## config.mk

```make
export PLATFORM = sky130hd
export DESIGN_NAME = cpu_clk_ctrl
export DESIGN_NICKNAME = d
export VERILOG_FILES = /design/src/rtl/cpu_clk_ctrl_pkg.sv /design/src/rtl/ce_period_cnt.sv /design/src/rtl/cpu_clk_ctrl.sv
export SDC_FILE = /design/constraint.sdc
export NUM_CORES = 1
export LEC_CHECK = 0
export CORE_UTILIZATION = 54
export DETAILED_ROUTE_END_ITERATION = 6
export PLACE_DENSITY_LB_ADDON = 0.08
export SETUP_SLACK_MARGIN = 0.5
export SLEW_MARGIN = 40
export SYNTH_ARGS = -nofsm -noshare
export SYNTH_HDL_FRONTEND = slang
export SYNTH_SLANG_ARGS = --single-unit
```

## constraint.sdc

```tcl
create_clock -name clk -period 4.2 [get_ports clk]
set_input_delay 1.05 -clock clk [delete_from_list [all_inputs] [get_ports clk]]
set_output_delay 1.05 -clock clk [all_outputs]
set_load 0.01 [all_outputs]
```

## src/rtl/cpu_clk_ctrl_pkg.sv

```systemverilog
// Shared state encoding and default widths for the CPU clock-enable scheduler.
// No logic, no latency, no backpressure.
package cpu_clk_ctrl_pkg;

  typedef enum logic [1:0] {
    IDLE  = 2'd0,
    RUN   = 2'd1,
    STEP  = 2'd2,
    BURST = 2'd3
  } clk_state_t;

  localparam int CLK_CTRL_DIV_W   = 8;
  localparam int CLK_CTRL_BURST_W = 8;

endpackage

```

## src/rtl/ce_period_cnt.sv

```systemverilog
// Period counter: tick every div_q+1 active cycles, tick decoded from registers only.
// div_q reloads only at clear or tick so a ratio change never produces a runt period.
module ce_period_cnt
  import cpu_clk_ctrl_pkg::*;
#(
  parameter int DIV_W = CLK_CTRL_DIV_W
) (
  input  logic             clk,
  input  logic             reset,
  input  logic             clear,
  input  logic             active,
  input  logic [DIV_W-1:0] div_val,
  output logic             tick
);

  logic [DIV_W-1:0] cnt;
  logic [DIV_W-1:0] div_q;

  assign tick = active && (cnt == div_q);

  always_ff @(posedge clk) begin
    if (reset) begin
      cnt   <= '0;
      div_q <= '0;
    end else if (clear || tick) begin
      cnt   <= '0;
      div_q <= div_val;
    end else if (active) begin
      cnt <= cnt + 1'b1;
    end
  end

endmodule

```

## src/rtl/cpu_clk_ctrl.sv

```systemverilog
// CPU clock-enable scheduler: run / single-step / burst (CPU_CLK_CTRL_BURST_EN) modes.
// cpu_ce is register-decoded (no input-to-output path); requests outside IDLE are dropped.
module cpu_clk_ctrl
  import cpu_clk_ctrl_pkg::*;
#(
`ifdef CPU_CLK_CTRL_BURST_EN
  parameter int BURST_W = CLK_CTRL_BURST_W,
`endif
  parameter int DIV_W = CLK_CTRL_DIV_W
) (
  input  logic               clk,
  input  logic               reset,
  input  logic               run_req,
  input  logic               halt_req,
  input  logic               step_req,
`ifdef CPU_CLK_CTRL_BURST_EN
  input  logic               burst_req,
  input  logic [BURST_W-1:0] burst_len,
`endif
  input  logic [DIV_W-1:0]   div_val,
  output logic               cpu_ce,
  output logic               clk_out,
  output logic [1:0]         state,
  output logic               busy
);

  clk_state_t state_q;
  clk_state_t state_d;
  logic       tick;
  logic       cnt_active;
  logic       cnt_clear;

`ifdef CPU_CLK_CTRL_BURST_EN
  logic [BURST_W-1:0] remain;
`endif

  ce_period_cnt #(.DIV_W(DIV_W)) u_period (
    .clk     (clk),
    .reset   (reset),
    .clear   (cnt_clear),
    .active  (cnt_active),
    .div_val (div_val),
    .tick    (tick)
  );

  always_ff @(posedge clk) begin
    if (reset) begin
      state_q <= IDLE;
      busy    <= 1'b0;
      clk_out <= 1'b0;
    end else begin
      state_q <= state_d;
      busy    <= (state_d != IDLE);
      clk_out <= clk_out ^ tick;
    end
  end

  always_comb begin
    state_d = state_q;
    if (halt_req) begin
      state_d = IDLE;
    end else begin
      case (state_q)
        IDLE: begin
          if (step_req)       state_d = STEP;
`ifdef CPU_CLK_CTRL_BURST_EN
          else if (burst_req) state_d = BURST;
`endif
          else if (run_req)   state_d = RUN;
        end
        RUN:  if (!run_req) state_d = IDLE;
        STEP: if (tick)     state_d = IDLE;
`ifdef CPU_CLK_CTRL_BURST_EN
        BURST: begin
          // a zero-length burst leaves without ever ticking
          if (remain == '0 || (tick && remain == BURST_W'(1))) state_d = IDLE;
        end
`endif
        default: state_d = IDLE;
      endcase
    end
  end

  always_comb begin
    cnt_active = 1'b0;
    case (state_q)
      RUN, STEP: cnt_active = 1'b1;
`ifdef CPU_CLK_CTRL_BURST_EN
      BURST:     cnt_active = (remain != '0);
`endif
      default:   cnt_active = 1'b0;
    endcase
  end

  assign cnt_clear = (state_q == IDLE) && (state_d != IDLE);
  assign cpu_ce    = tick;
  assign state     = state_q;

`ifdef CPU_CLK_CTRL_BURST_EN
  always_ff @(posedge clk) begin
    if (reset) begin
      remain <= '0;
    end else if (state_q == IDLE && state_d == BURST) begin
      remain <= burst_len;
    end else if (state_q == BURST && tick) begin
      remain <= remain - 1'b1;
    end
  end
`endif

endmodule

```

==> Word-level counts from Yosys, hierarchy flattened <==
Index checks and enable logic that the tools add are counted.
{ "totals": {"out_inout_bits": 5, "regBits": 20, "word_cells": 24} }
{ "classes": {"add_sub_neg": 1, "n_reduce_logical": 7, "eq_ne": 3, "bitwise": 1, "n_mux": 7} }
{ "op_table": {"columns": ["operator", "n"], "rows": [
  ["two-way mux 2 bit", 5],
  ["adder 8 x 1 -> 8 bit, second input constant", 1],
  ["== test 8 bit", 1],
  ["one-hot mux 2 bit (3 select lines)", 1],
  ["OR reduction 2 bit", 2],
  ["== test 2 x 1 -> 1 bit, second input constant", 1],
  ["== test 2 bit, second input constant", 1],
  ["logical AND 1 bit", 2],
  ["logical NOT 2 bit", 1],
  ["nonzero test 2 bit", 1],
  ["logical OR 1 bit", 1],
  ["two-way mux 1 bit", 1],
  ["bitwise XOR 1 bit", 1]
]} }

==> Longest topological paths before layout <==
Gate-level depths: netlist (run 1).
{ "depth": {"word_depth": 11, "depth_mapped": 8} }

==> Hierarchy <==
Synthesis (run 1) repeated with hierarchy kept, for this count alone.
{ "hier_totals": {"cells_unflattened": 158, "area_unflattened_um2": 1228.7} }
{ "modules_own_cells": {"columns": ["module", "seq_area_each_um2", "area_each_um2", "instances", "cells_each"], "rows": [
  ["ce_period_cnt", 320.3, 979.7, 1, 131],
  ["cpu_clk_ctrl", 80.1, 249.0, 1, 27]
]} }

==> Worst setup path before layout (run 1) <==
Ideal clock, no wire load.
{ "synth_timing": {"path_type": "flip-flop to output port", "startpoint": "register state_q[0], in the netlist state[0]", "endpoint": "output cpu_ce", "setup_slack_ns": 1.664, "path_stages_with_launch": 6, "required_ns": 3.150, "arrival_time_ns": 1.486, "path_buffers": 1, "cell_sequence": "dfxtp_1 > inv_1 > ha_1 > clkbuf_2 > nand2_1 > nor3_2"} }
{ "synth_via": {"elab_chain_len": 4, "word_cells_on_any_way": 5} }
{ "synth_lines": {"columns": ["item", "line", "source"], "rows": [
  ["start, declared", "cpu_clk_ctrl.sv:27", "clk_state_t state_q;"],
  ["start signal, assigned", "cpu_clk_ctrl.sv:52", "state_q <= state_d;"],
  ["== test 2 x 1 -> 1 bit / == test 2 bit (equally long branches)", "cpu_clk_ctrl.sv:86", "case (state_q)"],
  ["OR reduction 2 bit *", "cpu_clk_ctrl.sv:86", null],
  ["two-way mux 1 bit *", "cpu_clk_ctrl.sv:86", null],
  ["via cnt_active", "cpu_clk_ctrl.sv:30", "logic cnt_active;"],
  ["logical AND 1 bit *", "ce_period_cnt.sv:19", "assign tick = active && (cnt == div_q);"],
  ["end, declared", "cpu_clk_ctrl.sv:21", "output logic cpu_ce,"]
]} }
Mark *: on every way through the listed nets, which the timed path passes. The rest lies on a longest branch.

==> Worst setup path in the final report (run 1) <==
Ends and elaborated chain as after synthesis.

==> flow_summary.json, run 1 <==
{
  "outcome": "complete, no violations",
  "path_cells": "inv_1, ha_1, nand2_1, nor3_2, clkdlybuf4s50_1",
  "syn_avg_cell_area_sq_um": 9.19,
  "netlist_instances": 110,
  "dieArea_sq_um": 2050,
  "clockBufferDepth": 2,
  "maxSlewViolCount": 0,
  "drt_iter0_drc": 28,
  "grt_use_total_pct": 21.3,
  "globalplace.congestion": 1.00,
  "finalClockSkew_ns": 0.00379,
  "slew_headroom_pct": 60.9,
  "multiInputGateArea_sq_um": 582,
  "netlist_area_sq_um": 1010,
  "grt_max_degree": 13,
  "overflow": 0,
  "cts_buffers": 3,
  "core_sq_um": 1750,
  "ios": 18,
  "crit_type": "flop to output port",
  "power_density_nw_per_um2": 356,
  "cts_setup_buffers": 0,
  "detail_route.first_pass.iterations": 4,
  "ctsHoldBuffers": 0,
  "insertion_delay_ns": 0.29,
  "ir_worst_vdd_mv": 0.235,
  "grt_pass1_wl_mm": 3.06,
  "p_leak_nw": 0.468,
  "arrival_ns": 2.44,
  "fmax_ghz": 0.287,
  "final_nets": 147,
  "antenna_left": 0,
  "ys_async_sr_fraction_pct": 0,
  "grt_setup_unrepaired": "no",
  "grt_pass1_vias": 725,
  "portBuffers": 17,
  "tns_ns": 0,
  "yosysSeqAreaShare_pct": 39.6,
  "required_ns": 3.15,
  "critPathLaunchType": "flop",
  "drc_errors": 0,
  "cts_tree": "built",
  "seqCellArea_sq_um": 400,
  "syn2layout_area_growth_pct": 23.8,
  "yosysWarnings": 0,
  "crit_path_end_kind": "output port",
  "rows": 15,
  "nFillCells": 137,
  "h-tree-depth": 1,
  "worst_path_max_delay_cell": "clkdlybuf4s50_1",
  "die_w_microns": 45.3,
  "crit_fanout": 7,
  "setup_viol": 0,
  "cts-root-buf": "clkbuf_4",
  "final_layout_size_suffix_gt1_share_pct": 6.25,
  "period_minus_slack_ns": 3.49,
  "dpl.cell_count": 149,
  "finalCritPeriodShare_pct": 83.1,
  "diodes": 0,
  "wire_per_inst_microns": 12.5,
  "worst_pin_slew_ns": 0.586,
  "synth-edff-count": 0,
  "via_count": 807,
  "hold_path.class": "flop to flop",
  "cts_resized": 0,
  "drv_cap": 0,
  "clk_pin_slew_worst_paths_ns": 0.11,
  "clock-sinks": 20,
  "routed_wl_mm": 1.91,
  "ys_types": 28,
  "fp.dieH_microns": 45.3,
  "ys_ff_latch": 20,
  "hold_viol": 0,
  "initial_utilization_pct": 57.9,
  "final_cells": 153,
  "grt_antenna_before_repair": 0,
  "dominantRegCellSynth": "dfxtp_1",
  "syn_nets": 128,
  "viasPerCell": 5.27,
  "slowest_delay_ns": 0.61
}
-- power breakdown --
part | internal (mW) | total, mW | switching, mW
clock | 0.0964 | 0.154 | 0.0581
sequential | 0.200 | 0.207 | 0.00752
combinational | 0.0427 | 0.0840 | 0.0412
total | 0.339 | 0.446 | 0.107
-- metal layers --
layer,vias to the layer above,part of all wire [%],GRT usage (%)
li1,412,-,-
met1,375,49,27.4
met2,18,47,34.2
met3,2,3.2,4.80
met4,0,0.78,9.09
met5,-,0,0
-- metrics by stage --
stage / instance area [sq um] / util (%) / hold WS (ns) / setup WS (ns) / total power, mW
2_1_floorplan: 1010 / - / 0.482 / 1.66 / 0.267
3_3_place_gp: 1200 / 68.7 / 0.497 / 1.13 / 0.293
3_5_place_dp: 1200 / 68.7 / 0.510 / 1.08 / 0.295
4_1_cts: 1250 / 71.7 / 0.539 / 0.707 / 0.449
5_1_grt: 1250 / 71.7 / 0.554 / 0.545 / 0.469
6_report: 1250 / 71.7 / 0.531 / 0.710 / 0.446
-- synth_stat cells (2+ instances only) --
cell type,count,share of area [%]
a21oi_1,3,1.5
dfxtp_1,20,40
ha_1,5,6.2
inv_1,4,1.5
mux2i_1,9,8.9
nand2_1,8,3.0
nand4_1,2,1.2
nor2_1,20,7.4
nor4_1,2,1.2
o21ai_0,4,2.0
o22ai_1,2,1.2
xnor2_1,13,11
xor2_1,3,2.6
-- state kept, by name, indices dropped and copies added, names as in the netlist --
name and cells:
u_period.div_q 8, busy 1, clk_out 1, state 2, u_period.cnt 8
-- logic make-up (layout without fill, tap and decap cells) --
group / after synthesis / after routing / synth area share [%]
and+or+nand+nor: 40 / 40 / 19.4
xor gates and xnor gates: 16 / 16 / 13.9
buffers and inverters: 7 / 25 / 2.84
muxes: 9 / 9 / 8.91
AOI/OAI and AO/OA: 13 / 13 / 9.16
DFF: 20 / 20 / 39.6
adders and majority gates: 5 / 5 / 6.19
-- cells in the final DEF, fill, tap and decap left out, types with 3 or more instances in the layout --
cell type	instances
xor2_1	3
inv_1	4
o21ai_0	4
mux2i_1	9
dfxtp_1	20
nor2_1	20
xnor2_1	13
a21oi_1	3
clkbuf_4	3
clkdlybuf4s50_1	17
nand2_1	8
ha_1	5
-- final timing paths --
path	from	cells past startpoint	slack [ns]	end
max	state[0]$_SDFF_PP0_	5	0.71	cpu_ce
min	u_period.div_q[6]$_SDFFE_PP0P_	2	0.53	u_period.div_q[6]$_SDFFE_PP0P_
max reg2reg	state[0]$_SDFF_PP0_	6	2.00	u_period.div_q[5]$_SDFFE_PP0P_
min reg2reg	u_period.div_q[6]$_SDFFE_PP0P_	2	0.53	u_period.div_q[6]$_SDFFE_PP0P_
-- final cells by class --
class	instances	share of cell area [%]
sequential	20	32.0
clock inverter	1	2.40
timing repair buffer	17	13.6
clock buffer	3	1.80
tap	25	2.50
inverter	4	1.20
multi-input combinational	83	46.5
-- worst max-delay path, delay by kind of cell (launching register included) --
kind                     cells  cell delay, ns
adder cells (fa/ha/maj)      1            0.43
buffers and inverters        2            0.73
flip-flops                   1            0.45
AND/OR/NAND/NOR              2            0.55
No activity file was read; power rests on OpenSTA's default activity.
==> inputs of run 2 (changes only) <==
- CORE_UTILIZATION: 54 -> 45
- clock period: 4.2 -> 3.1 ns (I/O delays scaled with it)
==> run 2 against run 1 <==
Sequential power is 36% higher. Clock power decreased by 5%. Global-route usage decreased by 3.2 points. Utilization decreased by 10 points. Flip-flop and latch count unchanged. Combinational power is 38% higher. Critical path type unchanged.
==> flow_summary.json, run 2 (synthesis results as in run 1) <==
{
  "outcome": "complete, no violations",
  "clk_pin_slew_worst_paths_ns": 0.11,
  "maxSlewViolCount": 0,
  "die_w_microns": 49.4,
  "worst_pin_slew_ns": 0.577,
  "final_layout_size_suffix_gt1_share_pct": 9.30,
  "initial_utilization_pct": 49.5,
  "clock-sinks": 20,
  "cts-root-buf": "clkbuf_4",
  "insertion_delay_ns": 0.30,
  "layout_commonest_cell": "nor2_1",
  "final_nets": 148,
  "grt_setup_unrepaired": "no",
  "period_minus_slack_ns": 2.47,
  "path_cells": "inv_1, ha_4, nand2_1, nor3_2, dlygate4sd2_1",
  "finalCritPeriodShare_pct": 79.8,
  "wire_per_inst_microns": 12.4,
  "dieArea_sq_um": 2440,
  "routed_wl_mm": 1.93,
  "fmax_ghz": 0.404,
  "holdWs_ns": 0.531,
  "grt_max_degree": 12,
  "worst_path_max_delay_cell": "dfxtp_2",
  "via_count": 770,
  "crit_fanout": 7,
  "ios": 18,
  "critPathTopFamily": "buffers and inverters",
  "required_ns": 2.32,
  "detail_route.first_pass.iterations": 4,
  "slew_headroom_pct": 61.6,
  "power_density_nw_per_um2": 433,
  "critPathLaunchType": "flop",
  "hold_viol": 0,
  "syn2layout_area_growth_pct": 24.5,
  "post_dp_cell_area_sq_um": 1210,
  "crit_path_end_kind": "output port",
  "viasPerCell": 4.94,
  "grt_use_total_pct": 18.1,
  "drc_errors": 0,
  "p_leak_nw": 0.475,
  "antenna_left": 0,
  "dp_slack_ns": 0.401,
  "ctsHoldBuffers": 0,
  "final_cells": 156,
  "diodes": 0,
  "overflow": 0,
  "fin_ws_ns": 0.626,
  "p_total_mw": 0.545,
  "hpwl_mm": 1.47,
  "drv_cap": 0,
  "cts_tree": "built",
  "hold_path.class": "flop to flop",
  "grt_pass1_vias": 790,
  "rows": 16,
  "drt_iter0_drc": 10,
  "arrival_ns": 1.70,
  "grt_pass1_wl_mm": 3.32,
  "fin_util_pct": 61.6,
  "tns_ns": 0,
  "fp.dieH_microns": 49.4,
  "core_sq_um": 2040,
  "portBuffers": 17,
  "h-tree-depth": 1,
  "slowest_delay_ns": 0.40,
  "final_cell_mix": "nor2_1, dfxtp_1, clkdlybuf4s50_1",
  "globalplace.congestion": 0.781,
  "cts_setup_buffers": 0,
  "dpl.cell_count": 152,
  "grt_antenna_before_repair": 0,
  "finalClockSkew_ns": 0.00470,
  "stdcell_area_sq_um": 1260,
  "clockBufferDepth": 2,
  "worst-path-buf-inv": 2,
  "cts_buffers": 3,
  "setup_viol": 0,
  "crit_type": "flop to output port",
  "ir_worst_vdd_mv": 0.363
}
-- run 2: cell count changes in the layout (fill, tap and decap cells not counted), sizes merged --
cell and delta:
clkdlybuf4s50 -1, dlygate4sd2 +1, clkbuf +1, bufinv -1, buf +1
-- run 2: metal layers --
layer,vias up,global-route usage (%),wire length (microns)
li1,412,-,-
met1,337,22.0,934
met2,19,29.5,888
met3,2,7.17,91
met4,0,5.24,19
met5,-,0,0
-- run 2: worst register-to-register path: cells and delay by family (launching register included) --
kind | cells | cell delay [ns]
compound gates | 1 | 0.58
flops | 1 | 0.40
fa+ha+maj | 1 | 0.32
mux | 1 | 0.26
simple gates | 2 | 0.19
buf+inv | 1 | 0.12
-- run 2: layout make-up --
cell class | count | area (sq um)
inverter | 4 | 15.0
timing repair buffer | 18 | 176
clock buffer | 4 | 36.3
sequential | 20 | 403
multi-input combinational | 83 | 594
fill | 180 | 783
tap | 27 | 33.8
-- run 2: timing repair --
| action | CTS | global route |
|---|---|---|
| gates cloned | 0 | 0 |
| gates resized for setup | 4 | 1 |
| endpoints found under the setup margin | 1 | 1 |
| pin swaps | 1 | 0 |
| endpoints found under the hold margin | 0 | 0 |
-- run 2: final timing paths --
| path | start | to | slack (ns) | cells after the start |
|---|---|---|---|---|
| setup / recovery | state[0]$_SDFF_PP0_ | cpu_ce | 0.63 | 5 |
| hold / removal | u_period.div_q[4]$_SDFFE_PP0P_ | u_period.div_q[4]$_SDFFE_PP0P_ | 0.53 | 2 |
| setup reg to reg | state[0]$_SDFF_PP0_ | u_period.div_q[0]$_SDFFE_PP0P_ | 1.13 | 6 |
| hold reg to reg | u_period.div_q[4]$_SDFFE_PP0P_ | u_period.div_q[4]$_SDFFE_PP0P_ | 0.53 | 2 |
-- run 2: power breakdown --
part,leakage (nW),internal [mW],switching (mW),total (mW)
registers,0.164,0.271,0.0103,0.281
logic,0.290,0.0602,0.0563,0.116
clock network,0.0210,0.0716,0.0758,0.147
==> inputs of run 3 (changes only) <==
- CORE_UTILIZATION: 45 -> 50
- clock period: 3.1 -> 2.6 ns (I/O delays scaled with it)
==> run 3 against run 2 <==
Worst hold slack worse by 0.0024 ns. Flip-flop and latch count stayed put. Sequential share of layout area is 1.7 points lower. Setup slack worse by 0.086 ns. First-iteration DRC count is 50% higher. Critical path depth is 1 lower. Cell area is 8.9% higher. Combinational power is 46% higher. Global-route usage is 5.0 points higher. Critical path type unchanged. Highest routed layer unchanged.
==> flow_summary.json, run 3 (synthesis results as in run 1) <==
{
  "outcome": "complete, no violations",
  "clockBufferDepth": 2,
  "power_density_nw_per_um2": 559,
  "tns_ns": 0,
  "arrival_ns": 1.41,
  "final_layout_size_suffix_gt1_share_pct": 23.5,
  "syn2layout_area_growth_pct": 35.6,
  "rows": 15,
  "final_cells": 161,
  "final_cell_mix": "nor2_1, clkdlybuf4s50_1, dfxtp_1",
  "hold_viol": 0,
  "regToRegStartpoint": "state[0]$_SDFF_PP0_",
  "holdWs_ns": 0.528,
  "worst-path-buf-inv": 1,
  "ir_worst_vdd_mv": 0.350,
  "path_cells": "xnor2_1, nand4_2, nor3_4, buf_2",
  "grt_pass1_vias": 803,
  "drt_iter0_drc": 15,
  "maxSlewViolCount": 0,
  "busiest_layer": "met2",
  "layout_commonest_cell": "nor2_1",
  "holdPathStages": 2,
  "cts_buffers": 3,
  "slowest_delay_ns": 0.37,
  "grt_use_total_pct": 23.1,
  "routed_wl_mm": 2.21,
  "portBuffers": 17,
  "gr-usage-met3_pct": 4.62,
  "grt_setup_unrepaired": "yes",
  "fp.dieH_microns": 47.0,
  "fmax_ghz": 0.486,
  "regToRegSetupSlack_ns": 0.66,
  "die_w_microns": 47.0,
  "setup_viol": 0,
  "ios": 18,
  "grt_antenna_before_repair": 0,
  "cts_tree": "built",
  "initial_utilization_pct": 56.1,
  "dieArea_sq_um": 2210,
  "finalCritPeriodShare_pct": 79.2,
  "viasPerCell": 5.45,
  "h-tree-depth": 1,
  "diodes": 0,
  "fin_util_pct": 76.1,
  "globalplace.congestion": 0.950,
  "worst_path_max_delay_cell": "dfxtp_2",
  "core_sq_um": 1800,
  "ctsHoldBuffers": 0,
  "required_ns": 1.95,
  "drc_errors": 0,
  "crit_type": "flop to output port",
  "critPathTopFamily": "flip-flops",
  "detail_route.first_pass.iterations": 6,
  "critPathLaunchType": "flop",
  "r2r_end": "u_period.div_q[5]$_SDFFE_PP0P_",
  "grtUsageMet2_pct": 37.8,
  "gr-usage-met1_pct": 29.6,
  "period_minus_slack_ns": 2.06,
  "startpoint": "u_period.cnt[0]$_SDFFE_PP0P_",
  "antenna_left": 0,
  "clk_pin_slew_worst_paths_ns": 0.12,
  "min-delay-start": "clk_out$_SDFF_PP0_",
  "nFillCells": 137,
  "via_count": 877,
  "r2r_cells": 7,
  "dpl.cell_count": 152,
  "clock-sinks": 20,
  "hpwl_mm": 1.51,
  "p_leak_nw": 0.525,
  "hold_path.class": "flop to flop",
  "drv_cap": 0,
  "crit_path_end_kind": "output port",
  "finalClockSkew_ns": 0.00153,
  "grt_pass1_wl_mm": 3.49,
  "p_total_mw": 0.766,
  "overflow": 0,
  "final_nets": 155,
  "whs_endpoint": "clk_out$_SDFF_PP0_",
  "insertion_delay_ns": 0.31,
  "grt_max_degree": 13,
  "worst_pin_slew_ns": 0.611,
  "wire_per_inst_microns": 13.8,
  "crit_fanout": 4,
  "slew_headroom_pct": 59.3,
  "cts-root-buf": "clkbuf_4"
}
## run 3: metrics by stage
step	setup slack (ns)	area (sq um)
after floorplan	0.515	1020
after global placement	0.229	1230
after detailed placement	0.168	1230
after CTS	0.510	1330
after global routing	0.476	1370
final	0.540	1370
## run 3: power breakdown
part / switching, mW / internal, mW
Combinational: 0.0787 / 0.0902
Sequential: 0.0124 / 0.321
Clock: 0.107 / 0.156
## run 3: what timing repair did
item / in CTS / in global routing
pin swaps: 5 / 1
resized for setup: 14 / 7
buffers inserted: 4 / 1
endpoints found under the setup margin: 1 / 8
## run 3: how the worst max path moves through the flow
| stage | endpoint | slack (ns) | cells past startpoint |
|---|---|---|---|
| after floorplan | cpu_ce | 0.52 | 5 |
| after global placement | cpu_ce | 0.23 | 5 |
| after detailed placement | cpu_ce | 0.17 | 5 |
| after CTS | cpu_ce | 0.51 | 4 |
| after global routing | cpu_ce | 0.48 | 4 |
| final | cpu_ce | 0.54 | 4 |
## run 3: metal layers
| layer | routed length [microns] | vias up |
|---|---|---|
| li1 | - | 426 |
| met1 | 1010 | 418 |
| met2 | 1050 | 28 |
| met3 | 115 | 5 |
| met4 | 37 | 0 |
| met5 | 0 | - |
## run 3: layout make-up
class                           instances  area [sq um]  share of cell area (%)
Multi-Input combinational cell         83           632                    46.1
Sequential cell                        20           415                    30.3
Timing Repair Buffer                   25           225                    16.4
Tap cell                               25          31.3                    2.28
Clock inverter                          1          30.0                    2.19
Clock buffer                            3          22.5                    1.64
Inverter                                4          15.0                    1.09
## run 3: tightest hold or removal path, cell delays in order (launching register included)
cell	delay (ns)
dfxtp_1	0.37
xnor2_1	0.07
nor2_1	0.06
